### config.mk
export PLATFORM = sky130hd
export DESIGN_NAME = alu_issue_flat
export DESIGN_NICKNAME = d
export VERILOG_FILES = /design/src/rtl/alu_pkg.sv /design/src/rtl/alu_issue_if.sv /design/src/rtl/alu_issue_decode.sv /design/src/rtl/alu_issue.sv /design/src/flat_wrapper.sv
export SDC_FILE = /design/constraint.sdc
export NUM_CORES = 1
export LEC_CHECK = 0
export CORE_MARGIN = 8
export CORE_UTILIZATION = 30
export CTS_BUF_LIST = sky130_fd_sc_hd__clkbuf_2 sky130_fd_sc_hd__clkbuf_4 sky130_fd_sc_hd__clkbuf_8
export CTS_CLUSTER_SIZE = 24
export DETAILED_ROUTE_END_ITERATION = 8
export GPL_ROUTABILITY_DRIVEN = 1
export SLEW_MARGIN = 20
export SYNTH_ARGS = -nofsm -noshare
export SYNTH_HDL_FRONTEND = slang
export SYNTH_HIERARCHICAL = 1
export SYNTH_SLANG_ARGS = --single-unit
### constraint.sdc
create_clock -name clk -period 3.8 [get_ports clk]
set_input_delay 0.57 -clock clk [delete_from_list [all_inputs] [get_ports clk]]
set_output_delay 0.57 -clock clk [all_outputs]
set_load 0.01 [all_outputs]
### src/rtl/alu_pkg.sv
// rtl/alu_pkg.sv - shared ALU op codes, RV32I opcodes and issue kinds
package alu_pkg;

  localparam int XLEN_MAX = 32;

  localparam logic [3:0] OP_ADD  = 4'b0000;
  localparam logic [3:0] OP_SUB  = 4'b0001;
  localparam logic [3:0] OP_AND  = 4'b0100;
  localparam logic [3:0] OP_OR   = 4'b0101;
  localparam logic [3:0] OP_XOR  = 4'b0110;
  localparam logic [3:0] OP_SLL  = 4'b1000;
  localparam logic [3:0] OP_SRL  = 4'b1010;
  localparam logic [3:0] OP_SRA  = 4'b1011;
  localparam logic [3:0] OP_SLT  = 4'b1100;
  localparam logic [3:0] OP_SLTU = 4'b1101;

  localparam logic [6:0] OPC_OP     = 7'b0110011;
  localparam logic [6:0] OPC_OP_IMM = 7'b0010011;
  localparam logic [6:0] OPC_LOAD   = 7'b0000011;
  localparam logic [6:0] OPC_STORE  = 7'b0100011;
  localparam logic [6:0] OPC_BRANCH = 7'b1100011;
  localparam logic [6:0] OPC_LUI    = 7'b0110111;
  localparam logic [6:0] OPC_AUIPC  = 7'b0010111;

  localparam logic [2:0] KIND_ALU    = 3'd0;
  localparam logic [2:0] KIND_LOAD   = 3'd1;
  localparam logic [2:0] KIND_STORE  = 3'd2;
  localparam logic [2:0] KIND_BRANCH = 3'd3;
  localparam logic [2:0] KIND_UPPER  = 3'd4;

  typedef struct packed {
    logic [3:0]          op;
    logic [XLEN_MAX-1:0] a;
    logic [XLEN_MAX-1:0] b;
    logic [4:0]          rd;
    logic [2:0]          kind;
    logic [2:0]          funct3;
    logic                illegal;
  } issue_t;

  // alt selects SUB/SRA; only meaningful for funct3 000 and 101
  function automatic logic [3:0] f3_to_op(input logic [2:0] f3, input logic alt);
    case (f3)
      3'b000:  return alt ? OP_SUB : OP_ADD;
      3'b001:  return OP_SLL;
      3'b010:  return OP_SLT;
      3'b011:  return OP_SLTU;
      3'b100:  return OP_XOR;
      3'b101:  return alt ? OP_SRA : OP_SRL;
      3'b110:  return OP_OR;
      default: return OP_AND;
    endcase
  endfunction

endpackage

### src/rtl/alu_issue_if.sv
// rtl/alu_issue_if.sv - upstream instruction and downstream ALU operand handshake bundle
interface alu_issue_if #(
  parameter int XLEN = 32
);
  logic            in_valid;
  logic            in_ready;
  logic [31:0]     in_instr;
  logic [XLEN-1:0] in_pc;
  logic [XLEN-1:0] in_rs1;
  logic [XLEN-1:0] in_rs2;
  logic            out_valid;
  logic            out_ready;
  logic [XLEN-1:0] out_a;
  logic [XLEN-1:0] out_b;
  logic [3:0]      out_op;
  logic [4:0]      out_rd;
  logic [2:0]      out_kind;
  logic [2:0]      out_funct3;
  logic            out_illegal;

  modport master (
    output in_valid, in_instr, in_pc, in_rs1, in_rs2, out_ready,
    input  in_ready, out_valid, out_a, out_b, out_op, out_rd, out_kind, out_funct3, out_illegal
  );

  modport slave (
    input  in_valid, in_instr, in_pc, in_rs1, in_rs2, out_ready,
    output in_ready, out_valid, out_a, out_b, out_op, out_rd, out_kind, out_funct3, out_illegal
  );
endinterface

### src/rtl/alu_issue_decode.sv
// rtl/alu_issue_decode.sv - combinational RV32I decode into ALU op, operands, rd and kind
module alu_issue_decode
  import alu_pkg::*;
#(
  parameter int XLEN = 32
) (
  input  logic [31:0]     instr,
  input  logic [XLEN-1:0] pc,
  input  logic [XLEN-1:0] rs1,
  input  logic [XLEN-1:0] rs2,
  output logic [3:0]      op,
  output logic [XLEN-1:0] a,
  output logic [XLEN-1:0] b,
  output logic [4:0]      rd,
  output logic [2:0]      kind,
  output logic            illegal
);

  logic [6:0]      opcode;
  logic [2:0]      funct3;
  logic [6:0]      funct7;
  logic [XLEN-1:0] imm_i;
  logic [XLEN-1:0] imm_s;
  logic [XLEN-1:0] imm_u;
  logic [XLEN-1:0] shamt;
  logic            unused_rs1_field;

  assign opcode = instr[6:0];
  assign funct3 = instr[14:12];
  assign funct7 = instr[31:25];
  assign imm_i  = {{(XLEN-12){instr[31]}}, instr[31:20]};
  assign imm_s  = {{(XLEN-12){instr[31]}}, instr[31:25], instr[11:7]};
  assign imm_u  = {instr[31:12], 12'b0};
  assign shamt  = {{(XLEN-5){1'b0}}, instr[24:20]};
  // register operands arrive already read, so the rs1 index field is not needed
  assign unused_rs1_field = ^instr[19:15];

  always_comb begin
    op      = OP_ADD;
    a       = rs1;
    b       = '0;
    rd      = instr[11:7];
    kind    = KIND_ALU;
    illegal = 1'b0;
    case (opcode)
      OPC_OP: begin
        b       = rs2;
        op      = f3_to_op(funct3, funct7[5]);
        illegal = !((funct7 == 7'b0000000) ||
                    (funct7 == 7'b0100000 && (funct3 == 3'b000 || funct3 == 3'b101)));
      end
      OPC_OP_IMM: begin
        b  = imm_i;
        op = f3_to_op(funct3, 1'b0);
        if (funct3 == 3'b001) begin
          b       = shamt;
          illegal = (funct7 != 7'b0000000);
        end else if (funct3 == 3'b101) begin
          b       = shamt;
          op      = funct7[5] ? OP_SRA : OP_SRL;
          illegal = !(funct7 == 7'b0000000 || funct7 == 7'b0100000);
        end
      end
      OPC_LOAD: begin
        b    = imm_i;
        kind = KIND_LOAD;
      end
      OPC_STORE: begin
        b    = imm_s;
        rd   = '0;
        kind = KIND_STORE;
      end
      OPC_BRANCH: begin
        b    = rs2;
        rd   = '0;
        kind = KIND_BRANCH;
        case (funct3)
          3'b000, 3'b001: op = OP_SUB;
          3'b100, 3'b101: op = OP_SLT;
          3'b110, 3'b111: op = OP_SLTU;
          default:        illegal = 1'b1;
        endcase
      end
      OPC_LUI: begin
        a    = '0;
        b    = imm_u;
        kind = KIND_UPPER;
      end
      OPC_AUIPC: begin
        a    = pc;
        b    = imm_u;
        kind = KIND_UPPER;
      end
      default: illegal = 1'b1;
    endcase
    // undecodable words collapse to a harmless ADD rs1+0 with no writeback
    if (illegal) begin
      op   = OP_ADD;
      a    = rs1;
      b    = '0;
      rd   = '0;
      kind = KIND_ALU;
    end
  end

endmodule

### src/rtl/alu_issue.sv
// rtl/alu_issue.sv - issue stage: decoder behind a two-entry output/skid buffer
module alu_issue
  import alu_pkg::*;
#(
  parameter int XLEN           = 32,
  parameter bit ILLEGAL_AS_ADD = 1'b1
) (
  input logic        clk,
  input logic        rst_n,
  alu_issue_if.slave bus
);

  logic [3:0]      dec_op;
  logic [XLEN-1:0] dec_a;
  logic [XLEN-1:0] dec_b;
  logic [4:0]      dec_rd;
  logic [2:0]      dec_kind;
  logic            dec_illegal;
  issue_t          dec_entry;

  issue_t out_q;
  issue_t skid_q;
  logic   out_valid_q;
  logic   skid_valid_q;
  logic   accept;

  alu_issue_decode #(.XLEN(XLEN)) u_decode (
    .instr   (bus.in_instr),
    .pc      (bus.in_pc),
    .rs1     (bus.in_rs1),
    .rs2     (bus.in_rs2),
    .op      (dec_op),
    .a       (dec_a),
    .b       (dec_b),
    .rd      (dec_rd),
    .kind    (dec_kind),
    .illegal (dec_illegal)
  );

  always_comb begin
    dec_entry         = '0;
    dec_entry.op      = dec_op;
    dec_entry.a       = dec_a;
    dec_entry.b       = dec_b;
    dec_entry.rd      = dec_rd;
    dec_entry.kind    = dec_kind;
    dec_entry.funct3  = bus.in_instr[14:12];
    dec_entry.illegal = dec_illegal;
  end

  // when illegal words are dropped they are still handshaken, just never stored
  assign accept = bus.in_valid && !skid_valid_q && (ILLEGAL_AS_ADD || !dec_illegal);

  always_ff @(posedge clk or negedge rst_n) begin
    if (!rst_n) begin
      out_q        <= '0;
      skid_q       <= '0;
      out_valid_q  <= 1'b0;
      skid_valid_q <= 1'b0;
    end else if (!out_valid_q || bus.out_ready) begin
      if (skid_valid_q) begin
        out_q        <= skid_q;
        out_valid_q  <= 1'b1;
        skid_valid_q <= 1'b0;
      end else if (accept) begin
        out_q       <= dec_entry;
        out_valid_q <= 1'b1;
      end else begin
        out_valid_q <= 1'b0;
      end
    end else if (accept) begin
      skid_q       <= dec_entry;
      skid_valid_q <= 1'b1;
    end
  end

  assign bus.in_ready    = !skid_valid_q;
  assign bus.out_valid   = out_valid_q;
  assign bus.out_a       = out_q.a;
  assign bus.out_b       = out_q.b;
  assign bus.out_op      = out_q.op;
  assign bus.out_rd      = out_q.rd;
  assign bus.out_kind    = out_q.kind;
  assign bus.out_funct3  = out_q.funct3;
  assign bus.out_illegal = out_q.illegal;

endmodule

### src/flat_wrapper.sv
// flat-port wrapper written by rule: the top's interface ports become plain ports
module alu_issue_flat import alu_pkg::*;
#(
  parameter int XLEN           = 32,
  parameter bit ILLEGAL_AS_ADD = 1'b1
)
  (clk, rst_n, bus_in_valid, bus_in_instr, bus_in_pc, bus_in_rs1, bus_in_rs2, bus_out_ready, bus_in_ready, bus_out_valid, bus_out_a, bus_out_b, bus_out_op, bus_out_rd, bus_out_kind, bus_out_funct3, bus_out_illegal);
  alu_issue_if #(.XLEN(XLEN)) bus_i ();
  input logic clk;
  input logic rst_n;
  input wire logic [$bits(bus_i.in_valid)-1:0] bus_in_valid;
  input wire logic [$bits(bus_i.in_instr)-1:0] bus_in_instr;
  input wire logic [$bits(bus_i.in_pc)-1:0] bus_in_pc;
  input wire logic [$bits(bus_i.in_rs1)-1:0] bus_in_rs1;
  input wire logic [$bits(bus_i.in_rs2)-1:0] bus_in_rs2;
  input wire logic [$bits(bus_i.out_ready)-1:0] bus_out_ready;
  output wire logic [$bits(bus_i.in_ready)-1:0] bus_in_ready;
  output wire logic [$bits(bus_i.out_valid)-1:0] bus_out_valid;
  output wire logic [$bits(bus_i.out_a)-1:0] bus_out_a;
  output wire logic [$bits(bus_i.out_b)-1:0] bus_out_b;
  output wire logic [$bits(bus_i.out_op)-1:0] bus_out_op;
  output wire logic [$bits(bus_i.out_rd)-1:0] bus_out_rd;
  output wire logic [$bits(bus_i.out_kind)-1:0] bus_out_kind;
  output wire logic [$bits(bus_i.out_funct3)-1:0] bus_out_funct3;
  output wire logic [$bits(bus_i.out_illegal)-1:0] bus_out_illegal;
  assign bus_i.in_valid = bus_in_valid;
  assign bus_i.in_instr = bus_in_instr;
  assign bus_i.in_pc = bus_in_pc;
  assign bus_i.in_rs1 = bus_in_rs1;
  assign bus_i.in_rs2 = bus_in_rs2;
  assign bus_i.out_ready = bus_out_ready;
  assign bus_in_ready = bus_i.in_ready;
  assign bus_out_valid = bus_i.out_valid;
  assign bus_out_a = bus_i.out_a;
  assign bus_out_b = bus_i.out_b;
  assign bus_out_op = bus_i.out_op;
  assign bus_out_rd = bus_i.out_rd;
  assign bus_out_kind = bus_i.out_kind;
  assign bus_out_funct3 = bus_i.out_funct3;
  assign bus_out_illegal = bus_i.out_illegal;
  alu_issue #(.XLEN(XLEN), .ILLEGAL_AS_ADD(ILLEGAL_AS_ADD)) u_core (.clk(clk), .rst_n(rst_n), .bus(bus_i));
endmodule
Yosys cells after proc, flatten, opt, wreduce, memory -nomap -nowiden
Index checks and enable logic that the tools add are counted.

cells by class
  shift operators = 0
  reduce and logical (&&, ||, !) cells = 25
  bitwise operators = 1
  equal/unequal tests = 15
  $lt $le $gt $ge = 0
  multiply operators = 0
  mux-type cells = 29
  div/mod/pow operators = 0
  $add $sub $neg = 0

operators by type and width
  cell                                                              count
  80-bit 2-to-1 mux                                                 2
  32-bit case mux with 5 select lines                               1
  32-bit 2-to-1 mux                                                 4
  32-bit case mux with 2 select lines                               1
  7-bit by 6-bit == test with 1-bit output (second input constant)  4
  4-bit case mux with 7 select lines                                1
  4-bit case mux with 3 select lines                                2
  4-bit case mux with 6 select lines                                1
  7-bit by 5-bit == test with 1-bit output (second input constant)  2
  3-bit == test (second input constant)                             4
  4-bit 2-to-1 mux                                                  3
  3-bit case mux with 4 select lines                                1
  2-bit OR reduction                                                6
  5-bit 2-to-1 mux                                                  2
  1-bit 2-to-1 mux                                                  9
  7-bit by 2-bit == test with 1-bit output (second input constant)  1
  7-bit == test (second input constant)                             1
  7-bit logical NOT                                                 1
  7-bit nonzero test                                                1
  3-bit by 2-bit == test with 1-bit output (second input constant)  2
  6-bit OR reduction                                                1
  1-bit logical NOT                                                 4
  1-bit logical OR                                                  4
  1-bit case mux with 4 select lines                                1
  other kinds (8)                                                   11

word-level totals
  latch bits = 0
  output and inout port bits = 82
  memories = 0
  flip-flop bits (word level) = 162
  bits in read-only memories = 0
  bits of input ports = 132
  RAM bits = 0
  word-level logic and storage cells = 86

Logic depth before layout (Yosys ltp)
  depth in word-level cells = 9
  gate-level depth with buffers = 10
  depth with buffers taken out = 8

Cells and area by module
The synthesis kept the hierarchy.

modules (own cells, without submodules)
  module            sequential area each (µm²)  times used  cells each  area each (µm²)
  alu_issue         4,053.9                     1           436         7,739.9
  alu_issue_decode  0.0                         1           285         1,761.7

Worst setup path after synthesis
No wires, ideal clock.

  kind = in2reg
  start point = input port bus_in_instr[14]
  end point = register u_core.out_q, in the netlist u_core/bus.out_illegal
  setup slack = 0.771 ns
  data arrival time = 2.904 ns
  stages on the path = 10
  buffers on the path = 2
  path through = clkbuf_1 > inv_1 > ha_1 > or3b_1 > a2111oi_4 > o41ai_2 > buf_2 > and2_1 > mux2_4 > mux2_2

on the way
  word-level cells in the longest chain between the ends = 8
  elaborated cells on any way between the ends = 17

RTL lines
  item                                                        line                    source
  from (decl)                                                 flat_wrapper.sv:12      input wire logic [$bits(bus_i.in_instr)-1:0] bus_in_instr;
  branches (longest 5 deep; another with 6-bit OR reduction)  n/a
  1-bit case mux with 4 select lines (*)                      alu_issue_decode.sv:45  case (opcode)
  net u_core.dec_illegal                                      alu_issue.sv:18         logic dec_illegal;
  80-bit 2-to-1 mux (*)                                       alu_issue.sv:65         end else if (accept) begin
  80-bit 2-to-1 mux (*)                                       alu_issue.sv:61         if (skid_valid_q) begin
  to (signal assigned)                                        alu_issue.sv:62         out_q <= skid_q;
  to (signal assigned)                                        alu_issue.sv:66         out_q <= dec_entry;
  to (decl)                                                   alu_issue.sv:21         issue_t out_q;

Mark *: on every way through the listed nets, which the timed path passes. The select of a mux whose other input is x is not followed.
A chain may end at the register's enable or synchronous reset.

Worst setup path in the final report
  start point = input port bus_in_instr[1]
  end point = register u_core.out_q, in the netlist u_core/bus.out_b[27]

on the way
  word-level cells in the longest chain between the ends = 6
  elaborated cells on any way between the ends = 15

RTL lines
  item                                                                                       line                    source
  7-bit by 5-bit == test with 1-bit output, or another cell as far along                     alu_issue_decode.sv:45
  4-bit OR reduction (no source line) or 2-bit OR reduction (tied branches)                  n/a
  1-bit case mux with 4 select lines or 32-bit case mux with 5 select lines (tied branches)  alu_issue_decode.sv:45
  32-bit 2-to-1 mux (*)                                                                      alu_issue_decode.sv:97  if (illegal) begin
  net u_core.dec_b[27]                                                                       alu_issue.sv:15         logic [XLEN-1:0] dec_b;
  80-bit 2-to-1 mux (*)                                                                      alu_issue.sv:65
  80-bit 2-to-1 mux (*)                                                                      alu_issue.sv:61

The timed path passes the listed nets; every way through them passes the cells marked *. The select of a mux whose other input is x is not followed.

==> metrics.yaml <==
synthesis:
  yosys.cell_types.count: 48
  synth_edf_count: 0
  synth_area_leaders: "dfrtp_1 (43%), mux2_4 (25%), mux2_2 (9.8%)"
  yosysTopAreaCell: "dfrtp_1"
  yosys_most_used_dff: "dfrtp_1"
  syn_avg_cell_area_um2: 13.18
  synth-seq-cells: 162
  ys_async_sr_fraction_pct: 100.0
  synth_top_area_share_pct: 42.67
  syn-num-nets: 859
  syn_inst: 721
  synth_area_um2: 9502
  synth_warnings: 6
  synth-seq-area-share_pct: 42.67
cts:
  cts_tree: "done"
  clock_tree.root_cell: "clkbuf_8"
  cts_buffers: 17
  clock_sinks: 162
  cts_resized: 0
  cts.clk_slew.worst_paths_ns: 0.10
  clock_tree.buffer_depth: 2
  cts-hold-fix-buffers: 0
  cts_setup_buffers: 0
  htree_levels: 4
  clk_latency_ns: 0.45
finish:
  synthToLayoutAreaGrowth_pct: 30.42
  drive_above_1_share_pct: 33.55
  multi_input_area_um2: 4995
  seqCellArea_um2: 4058
  finalNonFillerCells: 1333
  final_cell_mix: "clkdlybuf4s50_1 (211), dfrtp_1 (161), mux2_4 (158)"
  layout_commonest_cell: "clkdlybuf4s50_1"
  fillers: 3035
  finalNetCount: 1055
power_and_ir_drop:
  clkPwrFrac_pct: 32.0
  powerDensity_nw_per_um2: 369.6
  peakVddDrop_uv: 235.6
  switching_share_pct: 26.90
  p_leak_nw: 5.352
  p_seq_share_pct: 44.1
  total_power_mw: 4.580
  cell_internal_pwr_mw: 3.348
  combPwrFrac_pct: 23.9
  p_sw_mw: 1.232
global_routing:
  grt_pass1_vias: 6913
  grt_start_max_net_pins: 90
  grt.overflow.total: 0
  grt.total_usage_pct: 14.50
  grt_antenna_before_repair: 2
  grt_pass1_wl_um: 43280
timing:
  tightest_slew_ns: 1.031
  hold_ws_ns: 0.1726
  finalSetupTns_ns: 0
  rsz0062_at_grt: "false"
  min_period_ns: 3.212
  fmax_mhz: 311.4
  slew_viol_final: 0
  setup_ws_ns: 0.5883
  fin_skew_ns: 0.009748
  finalHoldViolCount: 0
  period_share_pct: 84.52
  setup_viol: 0
  maxSlewHeadroom_pct: 31.05
critical_path:
  r2r-end: "u_core/bus.out_b[10]"
  cp_max_fo: 27
  r2r-start: "u_core/skid_valid_q"
  critical_path_class: "in2reg"
  cp-end-kind: "flop"
  crit_chain: "clkdlybuf4s50_1 -> and4bb_2 -> nand2_1 -> o41ai_4 -> buf_4 -> a22oi_1 -> mux2_4 -> mux2_2"
  crit_slowest_cell: "o41ai_4"
  cpPeakStageDelay_ns: 0.83
  worstPathArrival_ns: 3.54
  rrSetupSlack_ns: 1.93
  startpoint_type: "input pin"
  cp.required_ns: 4.13
  r2r_cells: 3
die:
  initial_core_util_pct: 30.27
  design.core.area_um2: 31390
  fp-row-count: 65
  dieArea_um2: 37620
  die_w_um: 194.0
  die_h_um: 194.0
  pin_count: 214
routing:
  avgViaCountPerCell: 4.875
  drt_wl_total_um: 27290
  route.detailed.drc: 0
  vias: 6499
  ant_nets: 0
  wire_per_inst_um: 20.47
  dr.pass1.iters: 5
  first_iter_violations: 409
hold_path:
  hold_path.class: "in2async"
flow_run:
  cap_viol_max_count: 0
run_status:
  run_status: "completed"
place:
  dp_hpwl_um: 19100
  post-place-ws_ns: 0.1396
  place_inst: 1300
  io_buffers: 213
  place_congestion: 0.7815
[cells by family (layout without fill, tap and decap cells)]
logic type	after synthesis	in the layout	share of synthesized area, %
and+or+nand+nor	146	146	8.414
other	0	1	0
buffers and inverters	65	274	5.188
adders and majority gates	6	6	0.7901
DFF	162	162	42.67
AOI/OAI and AO/OA	93	93	7.335
muxes	246	246	35.33
xor gates and xnor gates	3	3	0.2766
[worst max-delay path, delay by kind of cell]
family                 cells  cell delay, ns
AOI/OAI and AO/OA          2            1.00
buffers and inverters      2            0.99
muxes                      2            0.54
and+or+nand+nor            2            0.42
[power by group through the flow]
stage          clock network, mW  registers (mW)  logic [mW]
3_5_place_dp                   0            2.05        1.11
2_1_floorplan                  0            2.08       0.572
3_3_place_gp                   0            2.05        1.10
5_1_grt                     1.60            2.05        1.17
4_1_cts                     1.53            2.02        1.12
6_report                    1.47            2.02        1.09
[flip-flops by register name (all words and copies together) (netlist names)]
name / cells
u_core/skid_valid_q: 1
u_core/bus.out_illegal: 1
u_core/bus.out_funct3: 3
u_core/bus.out_kind: 3
u_core/skid_q: 80
u_core/bus.out_rd: 5
u_core/bus.out_op: 4
u_core/bus.out_valid: 1
u_core/bus.out_b: 32
u_core/bus.out_a: 32
[routing by layer]
| metal | vias up | GRT usage [%] | share of wire (%) |
|---|---|---|---|
| met5 | - | 0 | 0 |
| met4 | 0 | 4.158 | 1.5 |
| met3 | 21 | 2.812 | 3.7 |
| met2 | 147 | 24.70 | 50 |
| met1 | 3321 | 18.43 | 45 |
| li1 | 3010 | - | - |
[synth_stat cells, drive strengths merged (2+ instances only)]
master   count
a22oi       53
nand3        3
inv          6
xor2         2
a2111oi      2
mux2       241
nor2b        5
clkbuf      25
dfrtp      162
nand2       74
nor4bb       2
o2bb2ai      5
o21ai        4
nand3b      34
mux2i        5
nand2b       4
a211oi       6
a21oi       18
nor2         4
ha           6
nor3         3
nor4         2
nor3b        7
buf         34
[stage by stage]
| step | util [%] | instance area, µm² |
|---|---|---|
| 2_1_floorplan | - | 9502 |
| 3_3_place_gp | 38.04 | 11940 |
| 3_5_place_dp | 38.04 | 11940 |
| 4_1_cts | 39.47 | 12390 |
| 5_1_grt | 39.47 | 12390 |
| 6_report | 39.47 | 12390 |
[how the worst max path moves through the flow]
| stage | from | endpoint | depth (start not counted) |
|---|---|---|---|
| finish | bus_in_instr[1] | u_core/bus.out_b[27] | 8 |
| CTS | bus_in_instr[13] | u_core/bus.out_b[27] | 7 |
| detailed placement | bus_in_instr[14] | u_core/bus.out_b[9] | 10 |
| floorplan | bus_in_instr[14] | u_core/bus.out_illegal | 10 |
| global route | bus_in_instr[14] | u_core/bus.out_b[21] | 10 |
| global placement | bus_in_instr[2] | u_core/bus.out_b[25] | 8 |
[layout make-up]
type                            count  share of cell area, %
Multi-Input combinational cell    494                  40.31
Tap cell                          402                  4.059
Clock inverter                     11                  1.434
Inverter                            6                 0.1817
Antenna cell                        1                0.02019
Sequential cell                   162                  32.74
Clock buffer                       21                  2.181
Timing Repair Buffer              236                  19.07
Power figures use the tool's default switching activity.
